$ cat src/rtl/tagger_pkg.sv
// rtl/tagger_pkg.sv - shared PatID helpers, budget/charge types and default AXI structs
package tagger_pkg;

  localparam int CHARGE_W = 10;
  localparam int DEFAULT_BUDGET_W = 16;
  localparam int DEFAULT_PERIOD_W = 16;

  typedef logic [CHARGE_W-1:0]         charge_t;
  typedef logic [DEFAULT_BUDGET_W-1:0] budget_t;
  typedef logic [DEFAULT_PERIOD_W-1:0] period_t;

  function automatic int patid_width(input int msb, input int lsb);
    return msb - lsb + 1;
  endfunction

  typedef struct packed {
    logic [3:0]  id;
    logic [31:0] addr;
    logic [7:0]  len;
    logic [2:0]  size;
    logic [1:0]  burst;
    logic [7:0]  user;
  } tagger_axi_ax_t;

  typedef struct packed {
    logic [31:0] data;
    logic [3:0]  strb;
    logic        last;
  } tagger_axi_w_t;

  typedef struct packed {
    logic [3:0] id;
    logic [1:0] resp;
  } tagger_axi_b_t;

  typedef struct packed {
    logic [3:0]  id;
    logic [31:0] data;
    logic [1:0]  resp;
    logic        last;
  } tagger_axi_r_t;

  typedef struct packed {
    tagger_axi_ax_t aw;
    logic           aw_valid;
    tagger_axi_w_t  w;
    logic           w_valid;
    logic           b_ready;
    tagger_axi_ax_t ar;
    logic           ar_valid;
    logic           r_ready;
  } tagger_axi_req_t;

  typedef struct packed {
    logic          aw_ready;
    logic          ar_ready;
    logic          w_ready;
    tagger_axi_b_t b;
    logic          b_valid;
    tagger_axi_r_t r;
    logic          r_valid;
  } tagger_axi_rsp_t;

endpackage

$ cat src/rtl/tagger_bw_budget.sv
// rtl/tagger_bw_budget.sv - one partition's beat budget with saturating charge and refill
module tagger_bw_budget
  import tagger_pkg::*;
#(
  parameter int BUDGET_WIDTH = 16
) (
  input  logic                    clk,
  input  logic                    rst,
  input  logic                    refill,
  input  logic                    regulated,
  input  logic [BUDGET_WIDTH-1:0] limit,
  input  charge_t                 charge,
  output logic                    nonzero,
  output logic                    throttle
);

  localparam int EW = (BUDGET_WIDTH > CHARGE_W) ? BUDGET_WIDTH : CHARGE_W;

  logic [BUDGET_WIDTH-1:0] budget_q;
  logic [BUDGET_WIDTH-1:0] budget_d;
  logic [EW-1:0]           budget_ext;
  logic [EW-1:0]           charge_ext;

  // Refill wins over a same-cycle charge, so that charge is forgiven.
  always_comb begin
    budget_ext = EW'(budget_q);
    charge_ext = EW'(charge);
    budget_d   = budget_q;
    if (refill) begin
      budget_d = limit;
    end else if (regulated) begin
      budget_d = (charge_ext >= budget_ext) ? '0 : BUDGET_WIDTH'(budget_ext - charge_ext);
    end
  end

  always_ff @(posedge clk) begin
    if (rst) begin
      budget_q <= '0;
      throttle <= 1'b0;
    end else begin
      budget_q <= budget_d;
      throttle <= regulated && (budget_d == '0);
    end
  end

  assign nonzero = |budget_q;

endmodule

$ cat src/rtl/tagger_bw_regulator.sv
// rtl/tagger_bw_regulator.sv - per-partition AR/AW beat-budget gate in front of the LLC port
module tagger_bw_regulator
  import tagger_pkg::*;
#(
  parameter int  MAXPARTITION    = 16,
  parameter int  AXI_USER_ID_MSB = 7,
  parameter int  AXI_USER_ID_LSB = 0,
  parameter int  BUDGET_WIDTH    = 16,
  parameter int  PERIOD_WIDTH    = 16,
  parameter type axi_req_t       = tagger_axi_req_t,
  parameter type axi_rsp_t       = tagger_axi_rsp_t
) (
  input  logic                                     clk_i,
  input  logic                                     rst_i,
  input  axi_req_t                                 slv_req_i,
  output axi_rsp_t                                 slv_rsp_o,
  output axi_req_t                                 mst_req_o,
  input  axi_rsp_t                                 mst_rsp_i,
  input  logic                                     enable_i,
  input  logic [PERIOD_WIDTH-1:0]                  period_i,
  input  logic [MAXPARTITION-1:0][BUDGET_WIDTH-1:0] budget_i,
  output logic [MAXPARTITION-1:0]                  throttle_o
);

  localparam int PW = patid_width(AXI_USER_ID_MSB, AXI_USER_ID_LSB);

  logic [PW-1:0]           ar_pid, aw_pid;
  logic [MAXPARTITION-1:0] regulated, nonzero;
  logic                    ar_reg, ar_nz, aw_reg, aw_nz;
  logic                    allow_ar, allow_aw;
  logic                    ar_fwd, aw_fwd, ar_hs, aw_hs;
  logic                    ar_hold_q, aw_hold_q;
  charge_t                 ar_cost, aw_cost;
  charge_t                 charge [MAXPARTITION];
  logic [PERIOD_WIDTH-1:0] period_cnt, period_last;
  logic                    refill;

  assign ar_pid = slv_req_i.ar.user[AXI_USER_ID_MSB:AXI_USER_ID_LSB];
  assign aw_pid = slv_req_i.aw.user[AXI_USER_ID_MSB:AXI_USER_ID_LSB];

  // PatIDs at or above MAXPARTITION never match, so they are never gated or charged.
  always_comb begin
    ar_reg = 1'b0;
    ar_nz  = 1'b0;
    aw_reg = 1'b0;
    aw_nz  = 1'b0;
    for (int p = 0; p < MAXPARTITION; p++) begin
      regulated[p] = enable_i && (budget_i[p] != '0);
      if (int'(ar_pid) == p) begin
        ar_reg = regulated[p];
        ar_nz  = nonzero[p];
      end
      if (int'(aw_pid) == p) begin
        aw_reg = regulated[p];
        aw_nz  = nonzero[p];
      end
    end
  end

  assign allow_ar = !ar_reg || ar_nz || ar_hold_q;
  assign allow_aw = !aw_reg || aw_nz || aw_hold_q;
  assign ar_fwd   = slv_req_i.ar_valid & allow_ar;
  assign aw_fwd   = slv_req_i.aw_valid & allow_aw;
  assign ar_hs    = ar_fwd & mst_rsp_i.ar_ready;
  assign aw_hs    = aw_fwd & mst_rsp_i.aw_ready;

  always_comb begin
    mst_req_o          = slv_req_i;
    mst_req_o.ar_valid = ar_fwd;
    mst_req_o.aw_valid = aw_fwd;
    slv_rsp_o          = mst_rsp_i;
    slv_rsp_o.ar_ready = mst_rsp_i.ar_ready & allow_ar;
    slv_rsp_o.aw_ready = mst_rsp_i.aw_ready & allow_aw;
  end

  assign ar_cost = charge_t'(slv_req_i.ar.len) + charge_t'(1);
  assign aw_cost = charge_t'(slv_req_i.aw.len) + charge_t'(1);

  always_comb begin
    for (int p = 0; p < MAXPARTITION; p++) begin
      charge[p] = ((ar_hs && int'(ar_pid) == p) ? ar_cost : '0)
                + ((aw_hs && int'(aw_pid) == p) ? aw_cost : '0);
    end
  end

  assign period_last = (period_i == '0) ? '0 : period_i - PERIOD_WIDTH'(1);
  assign refill      = enable_i && (period_cnt == '0);

  // Hold flops keep a forwarded valid asserted until its handshake even if the budget drains.
  always_ff @(posedge clk_i) begin
    if (rst_i) begin
      period_cnt <= '0;
      ar_hold_q  <= 1'b0;
      aw_hold_q  <= 1'b0;
    end else begin
      if (!enable_i || period_cnt >= period_last) begin
        period_cnt <= '0;
      end else begin
        period_cnt <= period_cnt + PERIOD_WIDTH'(1);
      end
      if (ar_hs) begin
        ar_hold_q <= 1'b0;
      end else if (ar_fwd) begin
        ar_hold_q <= 1'b1;
      end
      if (aw_hs) begin
        aw_hold_q <= 1'b0;
      end else if (aw_fwd) begin
        aw_hold_q <= 1'b1;
      end
    end
  end

  for (genvar p = 0; p < MAXPARTITION; p++) begin : g_budget
    tagger_bw_budget #(
      .BUDGET_WIDTH(BUDGET_WIDTH)
    ) u_budget (
      .clk      (clk_i),
      .rst      (rst_i),
      .refill   (refill),
      .regulated(regulated[p]),
      .limit    (budget_i[p]),
      .charge   (charge[p]),
      .nonzero  (nonzero[p]),
      .throttle (throttle_o[p])
    );
  end

endmodule

$ cat config.mk
export PLATFORM = sky130hd
export DESIGN_NAME = tagger_bw_regulator
export DESIGN_NICKNAME = d
export VERILOG_FILES = /design/src/rtl/tagger_pkg.sv /design/src/rtl/tagger_bw_budget.sv /design/src/rtl/tagger_bw_regulator.sv
export SDC_FILE = /design/constraint.sdc
export NUM_CORES = 2
export LEC_CHECK = 0
export ABC_AREA = 1
export BUFFER_PORTS_ARGS = -buffer_cell sky130_fd_sc_hd__buf_2
export CAP_MARGIN = 20
export CORE_UTILIZATION = 30
export DETAILED_ROUTE_END_ITERATION = 10
export GPL_TIMING_DRIVEN = 0
export SKIP_LAST_GASP = 1
export SYNTH_ARGS = -nofsm -noshare
export SYNTH_HDL_FRONTEND = slang
export SYNTH_SLANG_ARGS = --single-unit
$ cat constraint.sdc
create_clock -name clk_i -period 8.05 [get_ports clk_i]
set_clock_uncertainty 0.15 [all_clocks]
set_input_delay 1.2075 -clock clk_i [delete_from_list [all_inputs] [get_ports clk_i]]
set_output_delay 1.2075 -clock clk_i [all_outputs]
set_load 0.05 [all_outputs]
==> impl_results.md <==
* Number of synthesis warnings at 0
* Slew Limit Headroom at 0.209
* Syn Inst Count at 5308
* Async set-reset flop share out of synthesis at 0
* Combinational share of power at 0.447
* GR met2 Demand/Resource at 0.428
* Largest area contributor in the netlist: dfxtp_1
* Final Hold Fails at 0
* Full die area at 0.113 mm2
* Kind of end point of the critical path: flop
* CTS HTree Levels at 2
* GPL Wtd Cong at 0.985
* Largest net degree at the start of global routing at 13
* Root buffer cell: clkbuf_16
* Post-synthesis cell type count at 67
* I/O pin count at 703
* Sw Pwr at 0.00296 W
* Latest clock arrival within the worst-skew pair at 0.59 ns
* Fraction of layout cells with a size suffix above 1 at 0.166
* Critical path buffer and inverter count at 4
* WP data arrival at 7.98 ns
* Worst vdd ir at 126 uV
* Worst Max-Slew Pin Slew at 1.19 ns
* TritonCTS Buffers at 40
* Clk pwr share at 0.292
* M3 GR Usage at 0.0369
* Final worst slack at 0.425 ns
* Critical Path RT at 8.40 ns
* Nets at 6728
* Antenna viol nets, final at 0
* Vias at 38000
* Crit path launch type: input port
* HPWL Detailed at 119000 um
* Seq cells post-synth at 290
* Seq/Total Area, Yosys at 0.173
* Routed len/inst at 20.0 um
* Sink Count at 290
* Clk pin slew, worst setup/hold paths at 0.06 ns
* Min Tclk post-route at 7.63 ns
* Design Area, Final at 0.0398 mm2
* Sw frac at 0.435
* Max cap viols at 0
* Final setup viols at 0
* Initial core utilization at 0.303
* Clk buf depth at 3
* Delay-heaviest family, CP: simple AND/OR/NAND/NOR gates
* Hold_buf cts at 0
* Synth area leaders: dfxtp_1, ha_1, nand2_1, nor2_1, a21oi_1
* PortBufs at 528
* CP most frequent cell: nand2_1
* Global-route wire length before repair at 213000 um
* Setup repair after global routing missed its margin: no
* Resized cells post-CTS at 0
* Status: complete, no violations
* Remaining Overflow, GRT at 0
* # fillers at 12100
* Place WS at -0.178 ns
* Most Used Layer, Global Route: met2
* Mapped Nets at 6146
* Period utilization at 0.947
* Critical path's slowest cell: fa_1
* Met1 GRT Util at 0.317
* CTS tree: yes
* Dominant synthesized flop cell: dfxtp_1
* Post-synth EDFFs at 0
* Multi-input gate area at 0.0236 mm2
* Row count at 122
* Vias in the first global route at 34700
* Share of the synthesized area in the top cell type at 0.173
* Area after DPL at 0.0383 mm2
* FF+latch area at 0.00581 mm2
* WS Path Type: in -> reg
* Worst min path class: reg -> reg
* Syn Area/Cell at 6.33 um2
* Max Fclk at 131 MHz
* Most common cell after layout, fill and taps aside: nand2_1
* Max stage delay on crit path at 0.45 ns
* DR iter-0 viols at 3552
* Count of pins over their slew limit at 0
* Internal power at 0.00384 W
* Via/cell ratio at 5.13
* Setup Buffers After CTS at 0
* Reg power frac at 0.261
* Core area at 0.111 mm2
* Max FO, Critical Path at 10
* Die Span X at 337 um
* Commonest cells after routing, fill and taps aside: nand2_1, nor2_1, buf_2
* Total Routing Usage GR at 0.250
* Vert. Die Dim at 337 um
* Power density over the cells at 171 mW/mm2
* DRC violations left at 0
* P&R area growth vs syn at 18.4%
* Initial DRT Pass Iterations at 6
* Post-Syn Area at 0.0336 mm2
* Initial antenna violation count at 18
* Total wire length at 149000 um
* Final core occ at 0.359
* Hold WS at 0.291 ns
* LEAKAGE at 19.4 nW
-- per-stage QoR --
step	TNS [ns]	instances	power, W
floorplan	0	5308	0.00387
global placement	-0.537	7324	0.00476
detailed placement	-0.521	7336	0.00478
CTS	0	7410	0.00679
global route	0	7411	0.00722
finish	0	7415	0.00681
-- area by class of cell --
type / count / share of cell area
multi-input cells: 4146 / 0.594
flip-flops and latches: 290 / 0.146
repair buffers: 540 / 0.0713
plain buffers: 354 / 0.0564
inverters: 518 / 0.0489
well taps: 1488 / 0.0468
clock buffers: 56 / 0.0295
clock inverters: 18 / 0.00689
diodes: 5 / 0.000314
-- cell families after synthesis --
group,share of synthesized area
AND/OR/NAND/NOR,0.326
multiplexers,0.000893
adder cells (fa/ha/maj),0.140
AO/OA/AOI/OAI,0.168
flip-flops,0.173
buffers and inverters,0.124
XOR/XNOR,0.0683
-- power by group through the flow --
stage | clock network (W) | registers [W] | logic (W)
floorplan | 0 | 0.00174 | 0.00213
global placement | 0 | 0.00180 | 0.00296
detailed placement | 0 | 0.00180 | 0.00298
CTS | 0.00202 | 0.00177 | 0.00300
global route | 0.00208 | 0.00179 | 0.00335
finish | 0.00199 | 0.00178 | 0.00304
-- sequential cells by signal, summed over array words and instances, names as in the netlist --
signal	flops
g_budget.u_budget.budget_ext	256
g_budget.u_budget.throttle	16
period_cnt	16
ar_hold_q	1
aw_hold_q	1
-- synth_stat cells (8+ instances only) --
library cell / number
nand2_1: 993
nor2_1: 938
inv_1: 507
a21oi_1: 473
o21ai_0: 340
ha_1: 325
dfxtp_1: 290
buf_4: 223
nand3_1: 203
xor2_1: 168
clkbuf_1: 94
xnor2_1: 94
nand4_1: 93
nor3_1: 77
nor4_1: 63
o21bai_1: 51
fa_1: 32
buf_2: 31
a22oi_1: 28
nor2_2: 28
or2_2: 28
a21o_1: 23
o211ai_1: 22
nand4_4: 18
nand3b_1: 16
nand4_2: 15
a31oi_1: 13
o2111ai_1: 13
o21a_1: 9
nor3b_1: 8
-- worst register-to-register path, delay by kind of cell (launching register included) --
kind	cells	cell delay [ns]
adder cells (fa/ha/maj)	2	0.75
flip-flops	1	0.35
XOR/XNOR	1	0.15
buffers and inverters	1	0.21
AO/OA/AOI/OAI	7	1.28
AND/OR/NAND/NOR	24	3.69
-- per-layer routing --
| layer | wire [um] | vias to the layer above |
|---|---|---|
| met3 | 11800 | 262 |
| met2 | 69700 | 1576 |
| li1 | - | 18600 |
| met5 | 95 | - |
| met4 | 5780 | 14 |
| met1 | 61200 | 17500 |
-- path summary, 6_finish.rpt --
check / start / endpoint / slack (ns) / cells past startpoint
max: slv_req_i[103] / g_budget[15].u_budget.throttle$_SDFF_PP0_ / 0.42 / 39
min: period_cnt[0]$_SDFF_PP0_ / period_cnt[0]$_SDFF_PP0_ / 0.29 / 1
max reg2reg: g_budget[7].u_budget.budget_ext[1]$_SDFF_PP0_ / g_budget[15].u_budget.throttle$_SDFF_PP0_ / 1.39 / 35
min reg2reg: period_cnt[0]$_SDFF_PP0_ / period_cnt[0]$_SDFF_PP0_ / 0.29 / 1
No activity file was read; power rests on OpenSTA's default activity.
